$ cat config.mk
export PLATFORM = sky130hd
export DESIGN_NAME = alpu_seq_ctrl
export DESIGN_NICKNAME = d
export VERILOG_FILES = /design/src/rtl/alpu_seq_ctrl.sv
export SDC_FILE = /design/constraint.sdc
export NUM_CORES = 1
export LEC_CHECK = 0
export CAP_MARGIN = 20
export CORE_ASPECT_RATIO = 1.4
export CORE_MARGIN = 2
export CORE_UTILIZATION = 51
export CTS_CLUSTER_DIAMETER = 150
export DETAILED_ROUTE_END_ITERATION = 16
export PLACE_DENSITY = 0.8
export SKIP_CTS_REPAIR_TIMING = 1
export SLEW_MARGIN = 20
export SYNTH_ARGS = -nofsm -noshare
export SYNTH_HDL_FRONTEND = slang
export SYNTH_SLANG_ARGS = --single-unit
$ cat constraint.sdc
create_clock -name clk -period 4.59 [get_ports clk]
set_input_delay 0.918 -clock clk [delete_from_list [all_inputs] [get_ports clk]]
set_output_delay 0.918 -clock clk [all_outputs]
set_load 0.02 [all_outputs]
$ cat src/rtl/alpu_seq_ctrl.sv
// alpu_seq_ctrl
// Sequencer for the ALU + 4-entry operand cache execution unit. Takes one
// decoded instruction at a time, reads source A and source B from the cache,
// holds them on the ALU for ALU_LATENCY cycles, writes the result back to the
// destination entry and retires it with a done_o pulse. It also owns the carry
// flag that feeds the ALU carry-in.
//
// Ports
//   clk, reset                 clock, synchronous active-high reset
//   instr_valid_i/ready_o      instruction handshake (ready only in IDLE)
//   instr_i, op1_i/op2_i/opd_i opcode, source A/B and destination indices
//   cache_*                    single-cycle request strobe, address, write
//                              data/enable; read data/valid and write ack back
//   alu_*                      opcode, operands and carry-in to the ALU;
//                              result and carry-out back
//   done_o, result_o           retire pulse; result held until next retire
//   err_o                      abort pulse (index out of range or timeout)
module alpu_seq_ctrl #(
   parameter int REG_WIDTH        = 4,
   parameter int OPERAND_WIDTH    = 4,
   parameter int CACHE_ADDR_WIDTH = 2,
   parameter int ALU_LATENCY      = 1,
   parameter int TIMEOUT          = 15
) (
   input  logic                        clk,
   input  logic                        reset,
   input  logic                        instr_valid_i,
   output logic                        instr_ready_o,
   input  logic [3:0]                  instr_i,
   input  logic [OPERAND_WIDTH-1:0]    op1_i,
   input  logic [OPERAND_WIDTH-1:0]    op2_i,
   input  logic [OPERAND_WIDTH-1:0]    opd_i,
   output logic [CACHE_ADDR_WIDTH-1:0] cache_addr_o,
   output logic [REG_WIDTH-1:0]        cache_wdata_o,
   output logic                        cache_ce_o,
   output logic                        cache_we_o,
   input  logic [REG_WIDTH-1:0]        cache_rdata_i,
   input  logic                        cache_rvalid_i,
   input  logic                        cache_wack_i,
   output logic [3:0]                  alu_instr_o,
   output logic [REG_WIDTH-1:0]        alu_a_o,
   output logic [REG_WIDTH-1:0]        alu_b_o,
   output logic                        alu_cin_o,
   input  logic [REG_WIDTH-1:0]        alu_out_i,
   input  logic                        alu_cout_i,
   output logic                        done_o,
   output logic [REG_WIDTH-1:0]        result_o,
   output logic                        err_o
);

   // Wait counter only has to hold 0..TIMEOUT-1, latency counter 0..ALU_LATENCY-1.
   localparam int TW = (TIMEOUT > 1) ? $clog2(TIMEOUT) : 1;
   localparam int LW = (ALU_LATENCY > 1) ? $clog2(ALU_LATENCY) : 1;

   typedef enum logic [2:0] {
      S_IDLE, S_RD_A, S_WAIT_A, S_RD_B, S_WAIT_B, S_EXEC, S_WR, S_WAIT_W
   } state_t;

   state_t                      state_q;
   logic                        ready_q;
   logic                        ce_q;
   logic                        we_q;
   logic                        done_q;
   logic                        err_q;
   logic [CACHE_ADDR_WIDTH-1:0] addr_q;
   logic [REG_WIDTH-1:0]        wdata_q;
   logic [3:0]                  instr_q;
   logic [OPERAND_WIDTH-1:0]    op1_q;
   logic [OPERAND_WIDTH-1:0]    op2_q;
   logic [OPERAND_WIDTH-1:0]    opd_q;
   logic [REG_WIDTH-1:0]        a_q;
   logic [REG_WIDTH-1:0]        b_q;
   logic [REG_WIDTH-1:0]        res_q;     // ALU result of the instruction in flight
   logic                        cout_q;    // carry-out waiting for retirement
   logic                        cin_q;     // architectural carry flag
   logic [REG_WIDTH-1:0]        result_q;  // last retired result
   logic [TW-1:0]               wait_cnt_q;
   logic [LW-1:0]               lat_cnt_q;

   logic idx_oor;
   logic wait_expired;

   // Any index bit above the cache address range makes the instruction illegal.
   assign idx_oor = ((op1_i >> CACHE_ADDR_WIDTH) != '0) ||
                    ((op2_i >> CACHE_ADDR_WIDTH) != '0) ||
                    ((opd_i >> CACHE_ADDR_WIDTH) != '0);

   assign wait_expired = (wait_cnt_q == TW'(TIMEOUT - 1));

   always_ff @(posedge clk) begin
      if (reset) begin
         state_q    <= S_IDLE;
         ready_q    <= 1'b1;
         ce_q       <= 1'b0;
         we_q       <= 1'b0;
         done_q     <= 1'b0;
         err_q      <= 1'b0;
         addr_q     <= '0;
         wdata_q    <= '0;
         instr_q    <= '0;
         op1_q      <= '0;
         op2_q      <= '0;
         opd_q      <= '0;
         a_q        <= '0;
         b_q        <= '0;
         res_q      <= '0;
         cout_q     <= 1'b0;
         cin_q      <= 1'b0;
         result_q   <= '0;
         wait_cnt_q <= '0;
         lat_cnt_q  <= '0;
      end else begin
         // Strobes are single-cycle: they default low and are raised only on
         // the transition into the state that owns them.
         ce_q   <= 1'b0;
         we_q   <= 1'b0;
         done_q <= 1'b0;
         err_q  <= 1'b0;

         unique case (state_q)
            S_IDLE: begin
               if (instr_valid_i) begin
                  instr_q <= instr_i;
                  op1_q   <= op1_i;
                  op2_q   <= op2_i;
                  opd_q   <= opd_i;
                  if (idx_oor) begin
                     err_q <= 1'b1;
                  end else begin
                     state_q <= S_RD_A;
                     ready_q <= 1'b0;
                     ce_q    <= 1'b1;
                     addr_q  <= op1_i[CACHE_ADDR_WIDTH-1:0];
                  end
               end
            end

            S_RD_A: begin
               state_q    <= S_WAIT_A;
               wait_cnt_q <= '0;
            end

            S_WAIT_A: begin
               if (cache_rvalid_i) begin
                  a_q <= cache_rdata_i;
                  if (op1_q == op2_q) begin
                     // Same source twice: reuse the first read for B.
                     b_q       <= cache_rdata_i;
                     state_q   <= S_EXEC;
                     lat_cnt_q <= LW'(ALU_LATENCY - 1);
                  end else begin
                     state_q <= S_RD_B;
                     ce_q    <= 1'b1;
                     addr_q  <= op2_q[CACHE_ADDR_WIDTH-1:0];
                  end
               end else if (wait_expired) begin
                  state_q <= S_IDLE;
                  ready_q <= 1'b1;
                  err_q   <= 1'b1;
               end else begin
                  wait_cnt_q <= wait_cnt_q + TW'(1);
               end
            end

            S_RD_B: begin
               state_q    <= S_WAIT_B;
               wait_cnt_q <= '0;
            end

            S_WAIT_B: begin
               if (cache_rvalid_i) begin
                  b_q       <= cache_rdata_i;
                  state_q   <= S_EXEC;
                  lat_cnt_q <= LW'(ALU_LATENCY - 1);
               end else if (wait_expired) begin
                  state_q <= S_IDLE;
                  ready_q <= 1'b1;
                  err_q   <= 1'b1;
               end else begin
                  wait_cnt_q <= wait_cnt_q + TW'(1);
               end
            end

            S_EXEC: begin
               // Operands stay on the ALU until the last latency cycle; the
               // carry-out is parked in cout_q until the write is acknowledged.
               if (lat_cnt_q == '0) begin
                  res_q   <= alu_out_i;
                  cout_q  <= alu_cout_i;
                  state_q <= S_WR;
                  ce_q    <= 1'b1;
                  we_q    <= 1'b1;
                  addr_q  <= opd_q[CACHE_ADDR_WIDTH-1:0];
                  wdata_q <= alu_out_i;
               end else begin
                  lat_cnt_q <= lat_cnt_q - LW'(1);
               end
            end

            S_WR: begin
               state_q    <= S_WAIT_W;
               wait_cnt_q <= '0;
            end

            S_WAIT_W: begin
               if (cache_wack_i) begin
                  state_q  <= S_IDLE;
                  ready_q  <= 1'b1;
                  done_q   <= 1'b1;
                  result_q <= res_q;
                  cin_q    <= cout_q;
               end else if (wait_expired) begin
                  state_q <= S_IDLE;
                  ready_q <= 1'b1;
                  err_q   <= 1'b1;
               end else begin
                  wait_cnt_q <= wait_cnt_q + TW'(1);
               end
            end

            default: begin
               state_q <= S_IDLE;
               ready_q <= 1'b1;
            end
         endcase
      end
   end

   assign instr_ready_o = ready_q;
   assign cache_ce_o    = ce_q;
   assign cache_we_o    = we_q;
   assign cache_addr_o  = addr_q;
   assign cache_wdata_o = wdata_q;
   assign alu_instr_o   = instr_q;
   assign alu_a_o       = a_q;
   assign alu_b_o       = b_q;
   assign alu_cin_o     = cin_q;
   assign done_o        = done_q;
   assign err_o         = err_q;
   assign result_o      = result_q;

endmodule

After elaboration in Yosys (flattened, before gate mapping)
Index checks and enable logic that the tools add are counted.
{"block": "word_totals", "reg_bits": 47, "inputBits": 30, "out_inout_bits": 28, "wordCells": 114}
{"block": "classes", "add_sub_neg": 2, "n_eq_ne": 18, "muxes": 47, "n_bitwise": 3, "reduce_logical": 25}
{"op": "$mux 3", "count": 8}
{"op": "$mux 4", "count": 6}
{"op": "$pmux 3 s8", "count": 1}
{"op": "$mux 1", "count": 20}
{"op": "$ne 2x2->1 const B", "count": 9}
{"op": "$eq 3x3->1 const B", "count": 4}
{"op": "$pmux 1 s3", "count": 4}
{"op": "$pmux 4 s3", "count": 1}
{"op": "$reduce_and 4->1", "count": 3}
{"op": "$reduce_bool 3->1", "count": 4}
{"op": "$reduce_bool 4->1", "count": 3}
{"op": "$mux 2", "count": 5}
{"op": "$pmux 4 s2", "count": 1}
{"op": "$reduce_and 2->1", "count": 4}
{"op": "$eq 3x2->1 const B", "count": 2}
{"op": "$pmux 2 s3", "count": 1}
{"op": "$reduce_and 3->1", "count": 2}
{"op": "$reduce_and 6->1", "count": 1}
{"op": "$reduce_or 2->1", "count": 3}
{"op": "$add 4x1->4 const B", "count": 1}
{"op": "$eq 4x4->1", "count": 1}
{"op": "$eq 4x4->1 const B", "count": 1}
{"op": "$eq 3x1->1 const B", "count": 1}
{"op": "$logic_not 3->1", "count": 1}
{"op": "other kinds (5)", "count": 8}

Longest topological paths before layout
Gate-level depths: netlist of the first run.
{"block": "depth", "word_depth": 6, "mapped_depth": 7, "ltp_nobuf": 7}

Least setup slack after synthesis of the first run
OpenSTA, ideal clock, no wires.
{"block": "synth_timing", "kind": "input-to-reg", "start": "input port instr_valid_i", "end": "register addr_q[0], in the netlist cache_addr_o[0]", "setup_time_ps": 128, "arrival_time_ps": 1712, "t_required_ps": 4462, "setup_slack_ps": 2750, "path_stages": 5, "path_buffers": 0, "cell_sequence": "nor4b_4 > nand4_1 > o211ai_2 > mux2i_1 > nor2_1"}
{"block": "synth_between", "elab_chain_len": 2}
{"element": "from (decl)", "line_no": "27", "text": "input logic instr_valid_i,"}
{"element": "$ne 2x2->1 (no line)"}
{"element": "$reduce_and 6->1 (no line)"}
{"element": "to (signal assigned)", "line_no": "133", "text": "addr_q <= op1_i[CACHE_ADDR_WIDTH-1:0];"}
{"element": "to (signal assigned)", "line_no": "154", "text": "addr_q <= op2_q[CACHE_ADDR_WIDTH-1:0];"}
{"element": "to (signal assigned)", "line_no": "193", "text": "addr_q <= opd_q[CACHE_ADDR_WIDTH-1:0];"}
{"element": "to (decl)", "line_no": "65", "text": "logic [CACHE_ADDR_WIDTH-1:0] addr_q;"}
No other way between the ends.
A chain may end at the register's enable or synchronous reset.

Worst setup path after layout of the first run
{"block": "layout_timing", "start": "input port instr_valid_i", "end": "register addr_q[1], in the netlist cache_addr_o[1]"}
The elaborated chain is that of the path after synthesis.

==> flow_metrics.py, run 1 <==
metrics = {
    "power": {
        "power.leakage_uw": 0.00114,
        "power.density_nw_per_um2": 285,
        "irDropWorstVdd_uv": 318,
    },
    "floorplan": {
        "die_area_um2": 4600,
        "rows": 27,
        "die_w_um": 57.9,
        "io-pin-count": 58,
        "coreArea_um2": 3920,
        "die_h_um": 79.5,
        "start_util_pct": 52.9,
    },
    "critical_path": {
        "path_buf_inv": 1,
        "crit_type": "in -> reg",
        "slowest_delay_ns": 0.61,
        "critPathRequiredTime_ns": 4.75,
        "critPathArrivalTime_ns": 2.78,
        "crit_path_end_kind": "register",
        "crit_chain": "clkdlybuf4s50_1 -> nor4b_4 -> nand4_1 -> o211ai_2 -> mux2i_1 -> nor2_1",
        "critPathSlowestCell": "nor4b_4",
        "cp_top_family": "simple AND/OR/NAND/NOR gates",
        "start_kind": "primary input",
        "cp_max_fo": 15,
    },
    "drt": {
        "wl_mm": 4.59,
        "wire_per_inst_um": 13.9,
        "drtIter0Drc": 51,
        "ant_nets": 0,
        "first_pass_iters": 4,
        "drc": 0,
        "vias": 1790,
        "routed_via_density": 5.44,
    },
    "synth": {
        "synth_top_cell_area_share_pct": 44.4,
        "synth_nets": 265,
        "ys_seq_elements": 46,
        "synth_edf_count": 0,
        "synth_top_family_by_area": "simple AND/OR/NAND/NOR gates",
        "ys_top_cells_by_count": "46 x dfxtp_1, 40 x nand2_1, 28 x nor2_1",
        "yosys.area_share.simple_pct": 23.6,
        "synth_area_leader_cell": "dfxtp_1",
        "synth.area.mux_share_pct": 7.72,
        "synth_top_flop_cell": "dfxtp_1",
        "synth_area_per_cell_um2": 8.90,
        "async_reset_ff_share_pct": 0,
        "synth-xor-area-share_pct": 2.53,
        "synth_area_leaders": "dfxtp_1 44%, mux2i_1 7.7%, nand2_1 7.2%, a21oi_1 6.5%, nor2_1 5.1%",
        "synthCells": 233,
        "yosysSeqAreaShare_pct": 44.4,
        "synth_adder_area_share_pct": 1.21,
        "yosysMostFrequentCell": "dfxtp_1",
        "yosys.cell_types.count": 46,
        "synth-compound-area-share_pct": 16.0,
        "synth_area_um2": 2070,
        "ys_warn_count": 0,
    },
    "grt": {
        "grt_pass1_vias": 1673,
        "antenna_found_initial": 0,
        "grt_max_degree": 25,
        "grt_usage_pct": 20.9,
        "grt_pass1_wl_mm": 7.49,
        "grt_overflow": 0,
    },
    "cts": {
        "cts_buffer_depth": 2,
        "cts-buffers-inserted": 5,
        "cts_root_buf": "clkbuf_8",
        "clk_pin_slew_ns": 0.09,
        "cts_tree": "built",
        "cts_max_level": 2,
        "cts.sinks": 46,
        "clock_insertion_delay_worst_skew_ns": 0.30,
    },
    "timing": {
        "setup_ws_ns": 1.97,
        "worst_slew_pin_slew_ns": 0.771,
        "setup_tns_ns": 0,
        "finalMaxSlewViolations": 0,
        "period_minus_slack_ns": 2.62,
        "finalSetupViolCount": 0,
        "clock.fmax_ghz": 0.382,
        "skew_ns": 0.00266,
        "rsz0062_at_grt": "no",
        "slew_headroom_pct": 48.5,
        "period_share_pct": 57.0,
        "finalHoldViolCount": 0,
    },
    "run_status": {
        "outcome": "completed",
    },
    "placed_design": {
        "pre_cts_slack_ns": 1.62,
        "place_hpwl_mm": 3.28,
        "gp_congestion": 0.831,
        "placed_area_um2": 2630,
        "io_buffers": 57,
    },
    "final_layout": {
        "finalInstanceArea_um2": 2740,
        "final_core_util_pct": 69.8,
        "drive_gt1_share_pct": 8.39,
        "area.growth.synth_to_final_pct": 31.8,
        "nNetsFinal": 317,
        "n_antenna_cell": 0,
        "n_fill_cell": 336,
    },
    "run": {
        "max-cap-violations": 0,
    },
    "worst_hold_path": {
        "min_path_type": "reg -> reg",
    },
}
-- cells by family (layout without fill, tap and decap cells) --
logic type | count (synthesis) | in the layout
muxes | 16 | 16
buffers and inverters | 18 | 71
AOI/OAI and AO/OA | 51 | 51
and+or+nand+nor | 94 | 94
xor gates and xnor gates | 6 | 6
DFF | 46 | 46
adders and majority gates | 2 | 2
-- final timing paths --
path	startpoint	end	slack, ns	cells after the start
worst min register to register	alu_a_o[2]	alu_a_o[2]	0.46	2
worst max-delay path	instr_valid_i	cache_addr_o[1]	1.97	6
worst max register to register	state_q[2]	cache_addr_o[1]	2.39	5
worst min-delay path	alu_a_o[2]	alu_a_o[2]	0.46	2
-- area by class of cell --
cell class / instances / area (um2) / share of cell area [%]
timing repair buffer: 58 / 578 / 21.1
clock buffer: 7 / 96.3 / 3.52
sequential: 46 / 921 / 33.7
inverter: 5 / 18.8 / 0.686
tap: 43 / 53.8 / 1.97
clock inverter: 1 / 8.76 / 0.320
multi-input combinational: 169 / 1060 / 38.7
-- registers in the layout, indices dropped and copies added (netlist names) --
register,count
op1_q,4
opd_q,2
done_o,1
op2_q,4
alu_cin_o,1
cout_q,1
cache_addr_o,2
cache_ce_o,1
alu_instr_o,4
cache_we_o,1
alu_a_o,4
wait_cnt_q,4
res_q,4
instr_ready_o,1
state_q,3
alu_b_o,4
result_o,4
err_o,1
-- placed cells by master (no fill, tap or decap), types with 3 or more instances in the layout --
master           netlist  routed
nor3_1                 4       4
inv_1                  4       4
clkbuf_8               0       7
dfxtp_1               46      46
mux2i_1               16      16
xor2_1                 4       4
nand3_1                3       3
clkdlybuf4s50_1        0      57
nand2_1               40      40
a21oi_1               27      27
o21ai_0                7       7
nor2_1                28      28
-- metrics by stage --
step / power, uW / instances / hold slack [ns]
finish: 780 / 329 / 0.458
global route: 805 / 329 / 0.484
CTS: 783 / 329 / 0.463
detailed placement: 508 / 321 / 0.449
global placement: 507 / 321 / 0.441
floorplan: 466 / 233 / 0.436
-- power by group --
group          internal, uW  switching [uW]
sequential              408            6.43
clock                   138             143
combinational          43.0            41.3
total                   589             191
-- routing by layer --
| metal | vias to the layer above | GRT usage [%] | share of wire, % |
|---|---|---|---|
| met5 | - | 0 | 0 |
| li1 | 906 | - | - |
| met2 | 62 | 34.5 | 49 |
| met4 | 0 | 7.91 | 1.7 |
| met3 | 7 | 6.65 | 7.4 |
| met1 | 815 | 24.9 | 42 |
-- worst min-delay path, delay by kind of cell, from the launching register on --
| family | cells | cell delay [ns] |
|---|---|---|
| AO/OA/AOI/OAI | 1 | 0.05 |
| flip-flops | 1 | 0.32 |
| AND/OR/NAND/NOR | 1 | 0.05 |
(Power assumes the default switching activity.)
==> run 2, diff against run 1 <==
--- a/config.mk
+++ b/config.mk
@@ -8,10 +8,10 @@
 export CAP_MARGIN = 20
 export CORE_ASPECT_RATIO = 1.4
 export CORE_MARGIN = 2
-export CORE_UTILIZATION = 51
+export CORE_UTILIZATION = 43
 export CTS_CLUSTER_DIAMETER = 150
 export DETAILED_ROUTE_END_ITERATION = 16
-export PLACE_DENSITY = 0.8
+export PLACE_DENSITY = 0.72
 export SKIP_CTS_REPAIR_TIMING = 1
 export SLEW_MARGIN = 20
 export SYNTH_ARGS = -nofsm -noshare
==> constraint.sdc (replaced) <==
create_clock -name clk -period 2.2 [get_ports clk]
set_input_delay 0.44 -clock clk [delete_from_list [all_inputs] [get_ports clk]]
set_output_delay 0.44 -clock clk [all_outputs]
set_load 0.02 [all_outputs]
==> flow_metrics.py, run 2 (synthesis gave the netlist of run 1 again) <==
metrics = {
    "timing": {
        "finalSetupViolCount": 0,
        "worst_slew_pin_slew_ns": 0.753,
        "setup_ws_ns": 0.381,
        "slew_headroom_pct": 49.8,
        "finalHoldViolCount": 0,
        "period_minus_slack_ns": 1.82,
        "setup_tns_ns": 0,
        "finalMaxSlewViolations": 0,
        "skew_ns": 0.00658,
        "period_share_pct": 82.7,
        "rsz0062_at_grt": "no",
        "clock.fmax_ghz": 0.550,
    },
    "drt": {
        "drtIter0Drc": 99,
        "met1_length_mm": 2.14,
        "wire_per_inst_um": 13.7,
        "dr_wl_met3_um": 352,
        "vias": 1769,
        "ant_nets": 0,
        "routed.top_layer": "met4",
        "wl_met2_mm": 2.26,
        "drc": 0,
        "first_pass_iters": 4,
        "routed_via_density": 5.03,
        "wl_mm": 4.83,
    },
    "floorplan": {
        "die_area_um2": 5400,
        "io-pin-count": 58,
        "rows": 29,
        "coreArea_um2": 4570,
        "die_h_um": 86.2,
        "die_w_um": 62.7,
        "start_util_pct": 45.4,
    },
    "final_layout": {
        "instances_no_fill": 352,
        "drive_gt1_share_pct": 9.31,
        "final_common_cell": "clkdlybuf4s50_1",
        "n_antenna_cell": 0,
        "nNetsFinal": 321,
        "n_fill_cell": 418,
        "final_cell_mix": "57 x clkdlybuf4s50_1, 46 x dfxtp_1, 40 x nand2_1",
        "area.growth.synth_to_final_pct": 33.8,
    },
    "critical_path": {
        "critPathArrivalTime_ns": 2.00,
        "crit_path_end_kind": "register",
        "start_kind": "register",
        "cp_max_fo": 15,
        "r2r_cells": 5,
        "critPathRequiredTime_ns": 2.38,
        "crit_type": "reg -> reg",
    },
    "cts": {
        "cts_buffer_depth": 2,
        "cts.sinks": 46,
        "cts-buffers-inserted": 5,
        "clock_insertion_delay_worst_skew_ns": 0.31,
        "cts_root_buf": "clkbuf_8",
        "cts_tree": "built",
        "clk_pin_slew_ns": 0.09,
        "cts_max_level": 2,
    },
    "grt": {
        "grt_usage_pct": 18.6,
        "grt_pass1_vias": 1732,
        "grt_pass1_wl_mm": 8.04,
        "antenna_found_initial": 0,
        "grt_overflow": 0,
        "grt_max_degree": 43,
    },
    "power": {
        "power.leakage_uw": 0.00115,
        "irDropWorstVdd_uv": 463,
        "power.density_nw_per_um2": 572,
    },
    "placed_design": {
        "gp_congestion": 0.798,
        "pre_cts_slack_ns": 0.234,
        "io_buffers": 57,
        "place_hpwl_mm": 3.39,
        "dp_cells": 344,
    },
    "run_status": {
        "outcome": "completed",
    },
    "worst_hold_path": {
        "min_path_type": "reg -> reg",
        "min_path_cells": 2,
    },
    "run": {
        "max-cap-violations": 0,
    },
}
run 2: cell types whose count changed in the layout (fill, tap and decap cells not counted), sizes merged:
cell	change
buf	+4
run 2: final cells by class:
class                   count  area [um2]  area share [%]
clock inverters             1        5.00           0.180
flip-flops and latches     46         921            33.2
repair buffers             62         608            21.9
multi-input cells         169        1060            38.1
well taps                  62        77.6            2.80
clock buffers               7        86.3            3.11
inverters                   5        18.8           0.676
run 2: final timing paths:
kind / from / end / slack (ns)
hold reg to reg: alu_a_o[1] / alu_a_o[1] / 0.46
hold / removal: alu_a_o[1] / alu_a_o[1] / 0.46
setup / recovery: state_q[1] / alu_b_o[1] / 0.38
setup reg to reg: state_q[1] / alu_b_o[1] / 0.38
run 2: report_power, final:
part	internal [uW]	leakage, uW	switching, uW	total (uW)
Clock	254	0.0000482	289	543
Combinational	92.7	0.000728	86.0	179
Sequential	851	0.000373	14.2	865
run 2: routing by layer:
metal  vias up  track usage (%)
li1        913                -
met1       803             22.6
met2        48             30.9
met3         5             5.84
met4         0             7.27
met5         -                0
run 2: worst max-delay path, stage by stage (launching register included):
cell     delay (ns)
dfxtp_1        0.70
or3b_4         0.50
nor2_8         0.16
a21oi_4        0.10
mux2i_1        0.17
nor2_1         0.06
run 2: per-stage QoR:
| step | util, % | hold slack [ns] | area, um2 | total power (uW) |
|---|---|---|---|---|
| floorplan | - | 0.436 | 2070 | 973 |
| global placement | 58.7 | 0.443 | 2680 | 1060 |
| detailed placement | 58.7 | 0.452 | 2680 | 1060 |
| CTS | 60.7 | 0.464 | 2780 | 1590 |
| global route | 60.7 | 0.480 | 2780 | 1650 |
| finish | 60.7 | 0.461 | 2780 | 1590 |
==> run 3, diff against run 2 <==
--- a/config.mk
+++ b/config.mk
@@ -8,10 +8,10 @@
 export CAP_MARGIN = 20
 export CORE_ASPECT_RATIO = 1.4
 export CORE_MARGIN = 2
-export CORE_UTILIZATION = 43
+export CORE_UTILIZATION = 47
 export CTS_CLUSTER_DIAMETER = 150
 export DETAILED_ROUTE_END_ITERATION = 16
-export PLACE_DENSITY = 0.72
+export PLACE_DENSITY = 0.75
 export SKIP_CTS_REPAIR_TIMING = 1
 export SLEW_MARGIN = 20
 export SYNTH_ARGS = -nofsm -noshare
==> constraint.sdc (replaced) <==
create_clock -name clk -period 1.85 [get_ports clk]
set_input_delay 0.37 -clock clk [delete_from_list [all_inputs] [get_ports clk]]
set_output_delay 0.37 -clock clk [all_outputs]
set_load 0.02 [all_outputs]
==> flow_metrics.py, run 3 (synthesis gave the netlist of run 1 again) <==
metrics = {
    "critical_path": {
        "r2r-end": "alu_b_o[0]",
        "r2r_cells": 5,
        "crit_chain": "inv_2 -> nor4_2 -> a21oi_4 -> mux2i_1 -> nor2_1",
        "cp_top_family": "flip-flops",
        "crit_type": "reg -> reg",
        "critPathLaunch": "state_q[2]",
        "critPathSlowestCell": "dfxtp_1",
        "r2r_slack_ns": 0.15,
        "start_kind": "register",
        "critPathRequiredTime_ns": 2.04,
        "timing.rr.start": "state_q[2]",
        "critPathArrivalTime_ns": 1.89,
        "path_buf_inv": 1,
        "crit_path_end_kind": "register",
        "slowest_delay_ns": 0.74,
        "cp-endpoint": "alu_b_o[0]",
        "path_depth": 5,
        "cp_max_fo": 18,
    },
    "timing": {
        "worst_slew_pin_slew_ns": 0.650,
        "setup_tns_ns": 0,
        "period_share_pct": 91.6,
        "skew_ns": 0.00170,
        "clock.fmax_ghz": 0.590,
        "timing.hold.ws_ns": 0.455,
        "period_minus_slack_ns": 1.70,
        "finalSetupViolCount": 0,
        "slew_headroom_pct": 56.6,
        "finalHoldViolCount": 0,
        "finalMaxSlewViolations": 0,
        "rsz0062_at_grt": "no",
        "setup_ws_ns": 0.155,
    },
    "final_layout": {
        "nNetsFinal": 330,
        "final_common_cell": "clkdlybuf4s50_1",
        "n_antenna_cell": 0,
        "final_cell_mix": "57 x clkdlybuf4s50_1, 46 x dfxtp_1, 40 x nand2_1",
        "drive_gt1_share_pct": 12.1,
        "instances_no_fill": 358,
        "area.growth.synth_to_final_pct": 38.5,
    },
    "drt": {
        "drc": 0,
        "routed_via_density": 5.05,
        "drtIter0Drc": 51,
        "ant_nets": 0,
        "wl_mm": 4.63,
        "first_pass_iters": 4,
        "wire_per_inst_um": 12.9,
        "vias": 1809,
    },
    "placed_design": {
        "place_hpwl_mm": 3.44,
        "pre_cts_slack_ns": 0.0388,
        "gp_congestion": 0.885,
        "io_buffers": 57,
        "dp_cells": 351,
    },
    "cts": {
        "cts_buffer_depth": 2,
        "cts-buffers-inserted": 5,
        "cts_root_buf": "clkbuf_8",
        "cts.sinks": 46,
        "cts_max_level": 2,
        "clock_insertion_delay_worst_skew_ns": 0.30,
        "cts_tree": "built",
        "clk_pin_slew_ns": 0.08,
    },
    "floorplan": {
        "io-pin-count": 58,
        "rows": 28,
        "start_util_pct": 48.9,
        "die_h_um": 82.6,
        "die_area_um2": 4970,
        "die_w_um": 60.2,
        "coreArea_um2": 4240,
    },
    "run_status": {
        "outcome": "completed",
    },
    "power": {
        "irDropWorstVdd_uv": 518,
        "power.density_nw_per_um2": 700,
        "power.leakage_uw": 0.00121,
    },
    "grt": {
        "grt_max_degree": 43,
        "grt_overflow": 0,
        "antenna_found_initial": 0,
        "grt_pass1_wl_mm": 7.74,
        "grt_pass1_vias": 1725,
        "grt_usage_pct": 20.4,
    },
    "run": {
        "max-cap-violations": 0,
    },
    "worst_hold_path": {
        "min_path_type": "reg -> reg",
    },
}
[run 3: cell types whose count changed in the layout (fill, tap and decap cells not counted), sizes merged]
| cell | change |
|---|---|
| buf | +9 |
| bufinv | +1 |
| clkbuf | -1 |
| clkinv | -1 |
[run 3: area by class of cell]
cell class | count | area, um2
timing repair buffer | 71 | 688
inverter | 5 | 18.8
fill | 370 | 1370
sequential | 46 | 921
multi-input combinational | 169 | 1060
clock buffer | 6 | 82.6
tap | 60 | 75.1
clock inverter | 1 | 30.0
[run 3: worst min path at each step]
stage,cells after the start,to,start
2_1_floorplan,2,opd_q[0],opd_q[0]
3_5_place_dp,2,alu_a_o[0],alu_a_o[0]
6_report,2,alu_a_o[0],alu_a_o[0]
4_1_cts,2,alu_a_o[0],alu_a_o[0]
5_1_grt,2,alu_instr_o[3],alu_instr_o[3]
3_3_place_gp,2,alu_instr_o[2],alu_instr_o[2]
[run 3: power breakdown]
| part | switching, uW | internal, uW | total (uW) | leakage (uW) |
|---|---|---|---|---|
| clock | 329 | 432 | 761 | 0.0000573 |
| combinational | 105 | 118 | 224 | 0.000779 |
| sequential | 15.3 | 1010 | 1030 | 0.000373 |
[run 3: tightest hold or removal path, cell delays in order, from the launching register on]
cell	delay (ns)
dfxtp_1	0.31
nand2_1	0.05
a21oi_1	0.05
[run 3: routing by layer]
layer / vias up / wire (um) / track usage (%)
met4: 0 / 95 / 7.56
met5: - / 0 / 0
li1: 933 / - / -
met2: 57 / 2240 / 33.5
met1: 809 / 1930 / 24.1
met3: 10 / 360 / 7.32
[run 3: metrics by stage]
stage / area, um2 / power (uW) / utilization [%]
CTS: 2870 / 2030 / 67.8
global route: 2870 / 2090 / 67.8
finish: 2870 / 2010 / 67.8
detailed placement: 2760 / 1280 / 65.1
floorplan: 2070 / 1160 / -
global placement: 2760 / 1270 / 65.1
